===== config.mk =====
export PLATFORM = sky130hd
export DESIGN_NAME = pe_array_sched
export DESIGN_NICKNAME = d
export VERILOG_FILES = /design/src/rtl/pe_array_sched.sv
export SDC_FILE = /design/constraint.sdc
export NUM_CORES = 1
export LEC_CHECK = 0
export BUFFER_PORTS_ARGS = -buffer_cell sky130_fd_sc_hd__buf_2
export CORE_MARGIN = 2
export CORE_UTILIZATION = 45
export CTS_CLUSTER_DIAMETER = 50
export DETAILED_ROUTE_END_ITERATION = 7
export GPL_TIMING_DRIVEN = 0
export PLACE_DENSITY = 0.66
export RECOVER_POWER = 25
export SETUP_SLACK_MARGIN = 0.05
export SYNTH_ARGS = -nofsm -noshare
export SYNTH_HDL_FRONTEND = slang
export SYNTH_SLANG_ARGS = --single-unit

===== constraint.sdc =====
create_clock -name clk -period 3.9 [get_ports clk]
set_clock_uncertainty 0.2 [all_clocks]
set_input_delay 0.195 -clock clk [delete_from_list [all_inputs] [get_ports clk]]
set_output_delay 0.195 -clock clk [all_outputs]
set_load 0.01 [all_outputs]

===== src/rtl/pe_array_sched.sv =====
// pe_array_sched: sequences LOAD/RUN/DRAIN phases of a PE array and drains psums round-robin
// into the global buffer. Define PE_SCHED_TIMEOUT_EN to add a RUN-phase watchdog.
//
// state   | meaning
// --------+------------------------------------------------------------
// S_IDLE  | waiting for a configuration, cfg_ready high
// S_LOAD  | pe_load high for P*Q cycles
// S_RUN   | pe_start pulse, then wait for every PE completion capture
// S_DRAIN | round-robin grants, P*NUM_PE buffer writes per pass
// S_DONE  | one-cycle done pulse
module pe_array_sched #(
    parameter int NUM_PE = 4,
    parameter int ADDR_W = 10
) (
    input  logic              clk,
    input  logic              rstn,
    input  logic              cfg_valid,
    output logic              cfg_ready,
    input  logic [4:0]        cfg_P,
    input  logic [2:0]        cfg_Q,
    input  logic [3:0]        cfg_S,
    input  logic [3:0]        cfg_passes,
    output logic [NUM_PE-1:0] pe_load,
    output logic [NUM_PE-1:0] pe_start,
    input  logic [NUM_PE-1:0] pe_complete,
    input  logic [NUM_PE-1:0] drain_req,
    output logic [NUM_PE-1:0] drain_gnt,
    output logic              gb_wr_en,
    input  logic              gb_wr_ready,
    output logic [ADDR_W-1:0] gb_addr,
    output logic              busy,
    output logic              done,
    output logic              err,
    output logic [3:0]        pass_idx
);
    localparam int PW = (NUM_PE > 1) ? $clog2(NUM_PE) : 1;

    typedef enum logic [2:0] {S_IDLE, S_LOAD, S_RUN, S_DRAIN, S_DONE} state_t;
    state_t state, state_nx;

    logic [4:0]        p_q;
    logic [2:0]        q_q;
    logic [3:0]        passes_q;
    logic [7:0]        pq, xf_total, ld_cnt, xf_cnt;
    logic [NUM_PE-1:0] cap, gnt_nx;
    logic [PW-1:0]     ptr, ptr_nx, gnt_idx, gnt_idx_nx, ptr_after, base, pick_idx;
    logic              found, accept, xfer, all_cap, last_xfer, wd_fire;

    assign pq        = {3'b0, p_q} * {5'b0, q_q};
    assign xf_total  = {3'b0, p_q} * 8'(NUM_PE);
    assign accept    = (state == S_IDLE) && cfg_valid && cfg_ready;
    assign xfer      = gb_wr_en && gb_wr_ready;
    assign last_xfer = xfer && (xf_cnt == xf_total - 8'd1);
    assign all_cap   = &cap;
    assign ptr_after = (gnt_idx == PW'(NUM_PE - 1)) ? '0 : gnt_idx + PW'(1);
    assign base      = xfer ? ptr_after : ptr;

`ifdef PE_SCHED_TIMEOUT_EN
    logic [3:0]  s_q;
    logic [11:0] wd_cnt, wd_lim;
    logic [15:0] wd_full;

    // limit saturates at the 12-bit counter range for large tiles
    assign wd_full = {6'b0, pq, 2'b00} * {12'b0, s_q} + 16'd16;
    assign wd_lim  = (wd_full > 16'd4095) ? 12'hFFF : wd_full[11:0];
    assign wd_fire = (state == S_RUN) && !all_cap && (wd_cnt == wd_lim - 12'd1);

    always_ff @(posedge clk or negedge rstn) begin
        if (!rstn) begin
            s_q    <= '0;
            wd_cnt <= '0;
            err    <= 1'b0;
        end else begin
            wd_cnt <= (state == S_RUN) ? wd_cnt + 12'd1 : 12'd0;
            if (accept) begin
                s_q <= cfg_S;
                err <= 1'b0;
            end else if (wd_fire) begin
                err <= 1'b1;
            end
        end
    end
`else
    assign wd_fire = 1'b0;
    assign err     = 1'b0;
`endif

    always_comb begin
        state_nx = state;
        unique case (state)
            S_IDLE:  if (accept)
                         state_nx = (cfg_P == '0 || cfg_Q == '0 || cfg_S == '0 || cfg_passes == '0)
                                    ? S_DONE : S_LOAD;
            S_LOAD:  if (ld_cnt == pq - 8'd1) state_nx = S_RUN;
            S_RUN:   if (all_cap) state_nx = S_DRAIN;
                     else if (wd_fire) state_nx = S_DONE;
            S_DRAIN: if (last_xfer)
                         state_nx = (pass_idx == passes_q - 4'd1) ? S_DONE : S_LOAD;
            S_DONE:  state_nx = S_IDLE;
            default: state_nx = S_IDLE;
        endcase
    end

    // first requester at or after base, wrapping
    always_comb begin
        int idx;
        idx      = 0;
        found    = 1'b0;
        pick_idx = '0;
        for (int k = 0; k < NUM_PE; k++) begin
            idx = int'(base) + k;
            if (idx >= NUM_PE) idx = idx - NUM_PE;
            if (!found && drain_req[PW'(idx)]) begin
                found    = 1'b1;
                pick_idx = PW'(idx);
            end
        end
    end

    // a stalled grant is held; the final transfer of a pass never launches a new grant
    always_comb begin
        gnt_nx     = '0;
        gnt_idx_nx = gnt_idx;
        ptr_nx     = ptr;
        if (state == S_DRAIN) begin
            if (xfer) ptr_nx = ptr_after;
            if (gb_wr_en && !gb_wr_ready) begin
                gnt_nx = drain_gnt;
            end else if (found && !last_xfer) begin
                gnt_nx     = NUM_PE'(1) << pick_idx;
                gnt_idx_nx = pick_idx;
            end
        end
    end

    always_ff @(posedge clk or negedge rstn) begin
        if (!rstn) begin
            state     <= S_IDLE;
            p_q       <= '0;
            q_q       <= '0;
            passes_q  <= '0;
            ld_cnt    <= '0;
            xf_cnt    <= '0;
            cap       <= '0;
            ptr       <= '0;
            gnt_idx   <= '0;
            cfg_ready <= 1'b0;
            pe_load   <= '0;
            pe_start  <= '0;
            drain_gnt <= '0;
            gb_wr_en  <= 1'b0;
            gb_addr   <= '0;
            busy      <= 1'b0;
            done      <= 1'b0;
            pass_idx  <= '0;
        end else begin
            state     <= state_nx;
            ptr       <= ptr_nx;
            gnt_idx   <= gnt_idx_nx;
            drain_gnt <= gnt_nx;
            gb_wr_en  <= |gnt_nx;
            cfg_ready <= (state_nx == S_IDLE);
            pe_load   <= {NUM_PE{state_nx == S_LOAD}};
            pe_start  <= {NUM_PE{(state_nx == S_RUN) && (state != S_RUN)}};
            busy      <= (state_nx != S_IDLE);
            done      <= (state_nx == S_DONE);
            ld_cnt    <= (state == S_LOAD) ? ld_cnt + 8'd1 : 8'd0;
            if (state != S_DRAIN) xf_cnt <= '0;
            else if (xfer)        xf_cnt <= xf_cnt + 8'd1;
            if ((state_nx == S_LOAD) && (state != S_LOAD)) cap <= '0;
            else if (state == S_RUN)                        cap <= cap | pe_complete;
            if (accept) begin
                p_q      <= cfg_P;
                q_q      <= cfg_Q;
                passes_q <= cfg_passes;
                pass_idx <= '0;
                gb_addr  <= '0;
            end else begin
                if (xfer) gb_addr <= gb_addr + ADDR_W'(1);
                if (last_xfer && (state_nx == S_LOAD)) pass_idx <= pass_idx + 4'd1;
            end
        end
    end
endmodule


### After elaboration in Yosys (flattened, before gate mapping)

Cells that the tools add are included.

| storage, ports and cells | value |
|---|---|
| register bits | 63 |
| input bits | 28 |
| output and inout port bits | 31 |
| word-level logic and storage cells | 137 |

| cells by class | value |
|---|---|
| add/subtract/negate cells | 15 |
| $mul | 1 |
| magnitude comparators | 8 |
| eq/ne operators | 13 |
| shift-type cells | 1 |
| muxes and demuxes | 45 |
| bitwise gates (word level) | 2 |
| reductions and logical operators | 34 |

Operators by type and width:

| cell | number |
|---|---|
| 4-bit 2-to-1 mux | 7 |
| 8-bit 2-to-1 mux | 3 |
| 10-bit 2-to-1 mux | 2 |
| 2-bit 2-to-1 mux | 10 |
| 3-bit 2-to-1 mux | 6 |
| 8-bit by 1-bit adder with 8-bit output (second input constant) | 2 |
| 8-bit equality test | 2 |
| 2-bit by 4-bit less-than comparator with 1-bit output (second input constant) | 4 |
| 1-bit logical AND | 12 |
| 1-bit 2-to-1 mux | 12 |
| 3-bit case mux with 4 select lines | 1 |
| 10-bit by 1-bit adder with 10-bit output (second input constant) | 1 |
| 3-bit by 2-bit equality test with 1-bit output (second input constant) | 3 |
| 3-bit greater-or-equal comparator (second input constant) | 3 |
| 3-bit zero test | 3 |
| 1-bit binary-select mux with 2-bit select | 4 |
| 4-bit zero test | 2 |
| 5-bit by 3-bit multiplier with 8-bit output | 1 |
| 2-bit nonzero test | 4 |
| 2-bit by 1-bit subtractor with 2-bit output (second input constant) | 4 |
| 7-bit by 1-bit subtractor with 8-bit output (second input constant) | 1 |
| 8-bit by 1-bit subtractor with 8-bit output (second input constant) | 1 |
| 2-bit by 2-bit adder with 3-bit output (second input constant) | 2 |
| 3-bit by 1-bit equality test with 1-bit output (second input constant) | 2 |
| other kinds (20) | 27 |

### Depth between registers and ports, before layout

| logic depth | value |
|---|---|
| word-level depth | 23 |
| gate-level depth with buffers | 13 |
| mapped depth without buffers | 12 |

### Worst setup path before layout

No wires, ideal clock.

| timing path | value |
|---|---|
| kind | flip-flop to flip-flop |
| start point | register p_q[0] |
| end point | register pass_idx[2] |
| setup time | 0.078 ns |
| arrival | 3.212 ns |
| required time | 3.622 ns |
| slack | 0.410 ns |
| cell stages (with the launch flop) | 13 |
| path buffers | 0 |
| clock period less this slack | 3.490 ns |
| cells stage by stage | dfrtp_1 nand2_1 ha_1 fa_1 inv_1 fa_1 xnor2_1 o211ai_1 a211o_1 a2111oi_2 a21boi_2 a21o_1 a21oi_1 |

| on the way | value |
|---|---|
| word-level cells in the longest chain between the ends | 8 |
| elaborated cells between the ends (all ways) | 12 |
| classes of those cells | add/sub (2); mul (1); eq/ne (3); mux (3); reduce/logical (3) |

RTL lines:

| element | RTL line | text |
|---|---|---|
| start, declared | 41 | `logic [4:0] p_q;` |
| start signal, assigned | 173 | `p_q <= cfg_P;` |
| 5-bit by 3-bit multiplier with 8-bit output or 7-bit by 1-bit subtractor with 8-bit output (tied branches) | 49, 53 |  |
| 8-bit by 1-bit subtractor with 8-bit output or 8-bit equality test (tied branches) | 94, 53 |  |
| 8-bit equality test or 1-bit logical AND (tied branches) | 94, 53 |  |
| 3-bit 2-to-1 mux, on equally long branches | 94, 97 |  |
| 3-bit case mux with 4 select lines | 90 | `unique case (state)` |
| 3-bit by 1-bit equality test with 1-bit output | 180 | `if (last_xfer && (state_nx == S_LOAD)) pass_idx <= pass_idx + 4'd1;` |
| 1-bit logical AND (*) | 180 |  |
| 2-bit nonzero test (no source line) (*) | n/a |  |
| end signal, assigned | 180 |  |
| end, declared | 34 | `output logic [3:0] pass_idx` |

Every way passes the cells marked *; elsewhere a longest branch is shown, timed or not.
A chain may end at the register's enable or synchronous reset.

### Final worst setup path

| timing path | value |
|---|---|
| start point | register p_q[2] |
| end point | register pass_idx[3] |

Same word-level chain as after synthesis.

==> results.toml <==
[setup_path]
path_max_fanout = 10
cpPeakStageDelay_ns = 0.54
critPathBufInv = 2
critical_path.top_delay_family = "compound AO/OA/AOI/OAI gates"
worst-r2r-cell-count = 13
crit_path_frequent_cell = "sky130_fd_sc_hd__ha_1"
cp_num_cells = 13
critPathKind = "reg2reg"
worst-r2r-setup-slack_ns = 0.26
critPathLaunchType = "flip-flop"
crit_slowest_cell = "sky130_fd_sc_hd__fa_1"
crit_chain = "buf_4 > nand2_1 > ha_1 > fa_1 > inv_1 > ha_1 > a21oi_2 > a211o_1 > a31o_2 > a2111oi_4 > a21boi_4 > a21o_1 > a21oi_1"
cp_data_required_time_ns = 3.96
timing.critical_path.arrival_ns = 3.70
end_kind = "flip-flop"

[clocking]
cts_max_path_buffers = 2
worstSkewPairLatency_ns = 0.34
tritoncts.num_buffers = 9
cts-htree-levels = 3
tritoncts = "yes"
root_buffer = "sky130_fd_sc_hd__clkbuf_8"
clkSlewWorstSetupHoldPaths_ns = 0.07
cts_sinks = 63

[power_and_ir_drop]
power_density_nw_per_um2 = 485
ir_worst_vdd_mv = 0.317
leakage_power_nw = 2.16
total_power_mw = 2.24

[logic_synthesis]
post_synth_adder_cell_area_pct = 8.79
ys_async_sr_fraction_pct = 100
synth_mux_area_share_pct = 4.49
synth.cell_area_um2 = 3760
yosys_register_bits = 63
post-synth-top-area-fraction_pct = 41.9
post_synth_and_or_nand_nor_area_fraction_pct = 17.9
synth_area_leaders = "sky130_fd_sc_hd__dfrtp_1 42%, sky130_fd_sc_hd__ha_1 6.7%, sky130_fd_sc_hd__xor2_1 5.4%, sky130_fd_sc_hd__xnor2_1 4.7%, sky130_fd_sc_hd__nor2_1 4.5%"
synth_top_flop_cell = "sky130_fd_sc_hd__dfrtp_1"
synth_cells = 390
yosysWarningCount = 0
postSynthAreaPerCell_um2 = 9.64
synth-edff-count = 0
synthTopCellsByCount = "63 x sky130_fd_sc_hd__dfrtp_1, 45 x sky130_fd_sc_hd__nor2_1, 34 x sky130_fd_sc_hd__nand2_1"
post_synth_xor_area_fraction_pct = 10.0
largest_family_of_logic_cells_by_synthesized_area = "simple AND/OR/NAND/NOR gates"
synth_cell_types = 57
synth_fp_nets = 442
cell_with_the_most_instances_after_synthesis = "sky130_fd_sc_hd__dfrtp_1"
cell_accounting_for_the_most_synthesized_area = "sky130_fd_sc_hd__dfrtp_1"
ys_seq_area_share_pct = 41.9
synth_compound_gate_area_share_pct = 12.0

[hold_path]
instance_count_along_the_most_critical_hold_path = 3
min_path_type = "in2reg"

[sta]
relative_slew_slack_pct = -2.63
worst_slack_ns = 0.262
period_needed_ns = 3.64
worst_pin_slew_ns = 1.54
clock.fmax_ghz = 0.275
maxSlewViolCount = 64
setup-violations-final = 0
final_hold_viol_count = 0
final_min_period_over_clock_period_pct = 93.3
fin_setup_tns_ns = 0
rsz0062_at_grt = "false"

[cells_and_area]
fin_nets = 529
fin_cells = 587
area_growth_pct = 23.0
sequential_cell_area_um2 = 1580
multi_input_comb_area_um2 = 2040
insertedDiodeCount = 0
fillerInstances = 757
layout-drive-gt1-share_pct = 18.3

[die]
initial_utilization_pct = 46.0
die_height_um = 95.4
placement_rows = 33
core_area_um2 = 8180
io_pins = 59
design.die.area_um2 = 9100
die_width_um = 95.4

[global_route]
track_usage_pct = 19.4
grt_remaining_overflow = 0
grt_first_pass_wirelength_um = 13700
first_global_vias = 3082
antenna_violations_before_repair = 0
largest_net_degree_at_the_start_of_global_routing = 64

[routing]
via_count = 3047
routedWlPerCell_um = 13.4
detail_route.first_pass.iterations = 4
drt-vias-per-instance = 5.19
drc_errors = 0
drt_iter0_markers = 185
highest-signal-layer = "met4"
drt_wl_total_um = 7890
wl_met3_um = 241
routed-wl-met2_um = 3770
met1Wirelength_um = 3680
antenna_violating_nets_left = 0

[outcome]
result_of_the_run = "finished with violations"
violations = "capacitance limit, slew limit"

[flow_run]
max-cap-violations = 1

[placement]
post-place-ws_ns = 0.0608
place.port_buffers = 57
dpl.hpwl_um = 5650
dp_cells = 552
gp_routability_congestion = 0.822
## cell type report
| class | count | share of cell area [%] |
|---|---|---|
| flip-flops and latches | 63 | 34.2 |
| clock buffers | 11 | 3.06 |
| multi-input cells | 289 | 44.0 |
| inverters | 22 | 1.79 |
| well taps | 105 | 2.84 |
| clock inverters | 5 | 2.27 |
| plain buffers | 16 | 2.14 |
| repair buffers | 76 | 9.69 |
## path summary, 6_finish.rpt
check | startpoint | end
max in group asynchronous | rstn | p_q[1]
min in group asynchronous | rstn | gb_addr[2]
setup / recovery | p_q[2] | pass_idx[3]
setup reg to reg | p_q[2] | pass_idx[3]
hold reg to reg | ptr[0] | ptr[0]
hold / removal | drain_req[0] | gnt_idx[0]
## layout by cell type (no fill, tap or decap), types with 4 or more instances in the layout
master                          netlist  layout
sky130_fd_sc_hd__dfrtp_1             63      60
sky130_fd_sc_hd__nor2_1              45      45
sky130_fd_sc_hd__buf_2                1      37
sky130_fd_sc_hd__nand2_1             34      34
sky130_fd_sc_hd__clkbuf_1             6      27
sky130_fd_sc_hd__xor2_1              23      23
sky130_fd_sc_hd__inv_1               22      22
sky130_fd_sc_hd__xnor2_1             20      20
sky130_fd_sc_hd__ha_1                20      20
sky130_fd_sc_hd__dlygate4sd3_1        0      18
sky130_fd_sc_hd__a21oi_1             17      16
sky130_fd_sc_hd__nand3_1             16      15
sky130_fd_sc_hd__nor3_1              11      11
sky130_fd_sc_hd__o21ai_0             11      11
sky130_fd_sc_hd__mux2_2              10      10
sky130_fd_sc_hd__clkbuf_8             0      10
sky130_fd_sc_hd__buf_4                8       9
sky130_fd_sc_hd__and3_1               9       9
sky130_fd_sc_hd__nand4_1              8       8
sky130_fd_sc_hd__and2_1               4       4
sky130_fd_sc_hd__a31oi_1              4       4
sky130_fd_sc_hd__fa_1                 4       4
## flip-flops by register name, indices dropped and copies added (netlist names), 4 cells and up
name       flops
gb_addr       10
xf_cnt         8
p_q            5
drain_gnt      4
passes_q       4
cap            4
pass_idx       4
ld_cnt         8
## stage by stage
step	cell area [µm²]	util (%)	hold WS, ns
after global placement	4180	51.1	0.230
final	4620	56.6	0.122
after detailed placement	4180	51.1	0.135
after floorplan	3760	-	-0.301
after global routing	4620	56.6	0.153
after CTS	4620	56.5	0.120
## layer usage
layer,vias up,global-route usage (%)
met3,16,2.69
li1,1512,-
met2,51,32.9
met1,1468,24.7
met5,-,0
met4,0,9.05
## logic make-up after synthesis
| family | after synthesis |
|---|---|
| AND/OR/NAND/NOR | 143 |
| buffers and inverters | 38 |
| multiplexers | 15 |
| other | 1 |
| flip-flops | 63 |
| adder cells (fa/ha/maj) | 24 |
| AO/OA/AOI/OAI | 63 |
| XOR/XNOR | 43 |
## worst register-to-register path, cell delays in order (launching register included)
cell and delay [ns]:
sky130_fd_sc_hd__dfrtp_1 0.32, sky130_fd_sc_hd__buf_4 0.16, sky130_fd_sc_hd__nand2_1 0.07, sky130_fd_sc_hd__ha_1 0.29, sky130_fd_sc_hd__fa_1 0.54, sky130_fd_sc_hd__inv_1 0.04, sky130_fd_sc_hd__ha_1 0.38, sky130_fd_sc_hd__a21oi_2 0.11
sky130_fd_sc_hd__a211o_1 0.30, sky130_fd_sc_hd__a31o_2 0.23, sky130_fd_sc_hd__a2111oi_4 0.44, sky130_fd_sc_hd__a21boi_4 0.15, sky130_fd_sc_hd__a21o_1 0.21, sky130_fd_sc_hd__a21oi_1 0.11
## timing repair
item	CTS	global route
endpoints found under the setup margin	2	10
pin swaps	0	2
resized for setup	1	7
hold endpoints to repair	80	0
gates cloned	0	0
buffers inserted	0	1
hold buffers	18	0
## power by group
group	internal (mW)	switching, mW	total (mW)	leakage [nW]
clock	0.442	0.258	0.700	0.116
sequential	0.770	0.106	0.876	0.792
combinational	0.295	0.369	0.664	1.25
No activity file was read; power rests on OpenSTA's default activity.
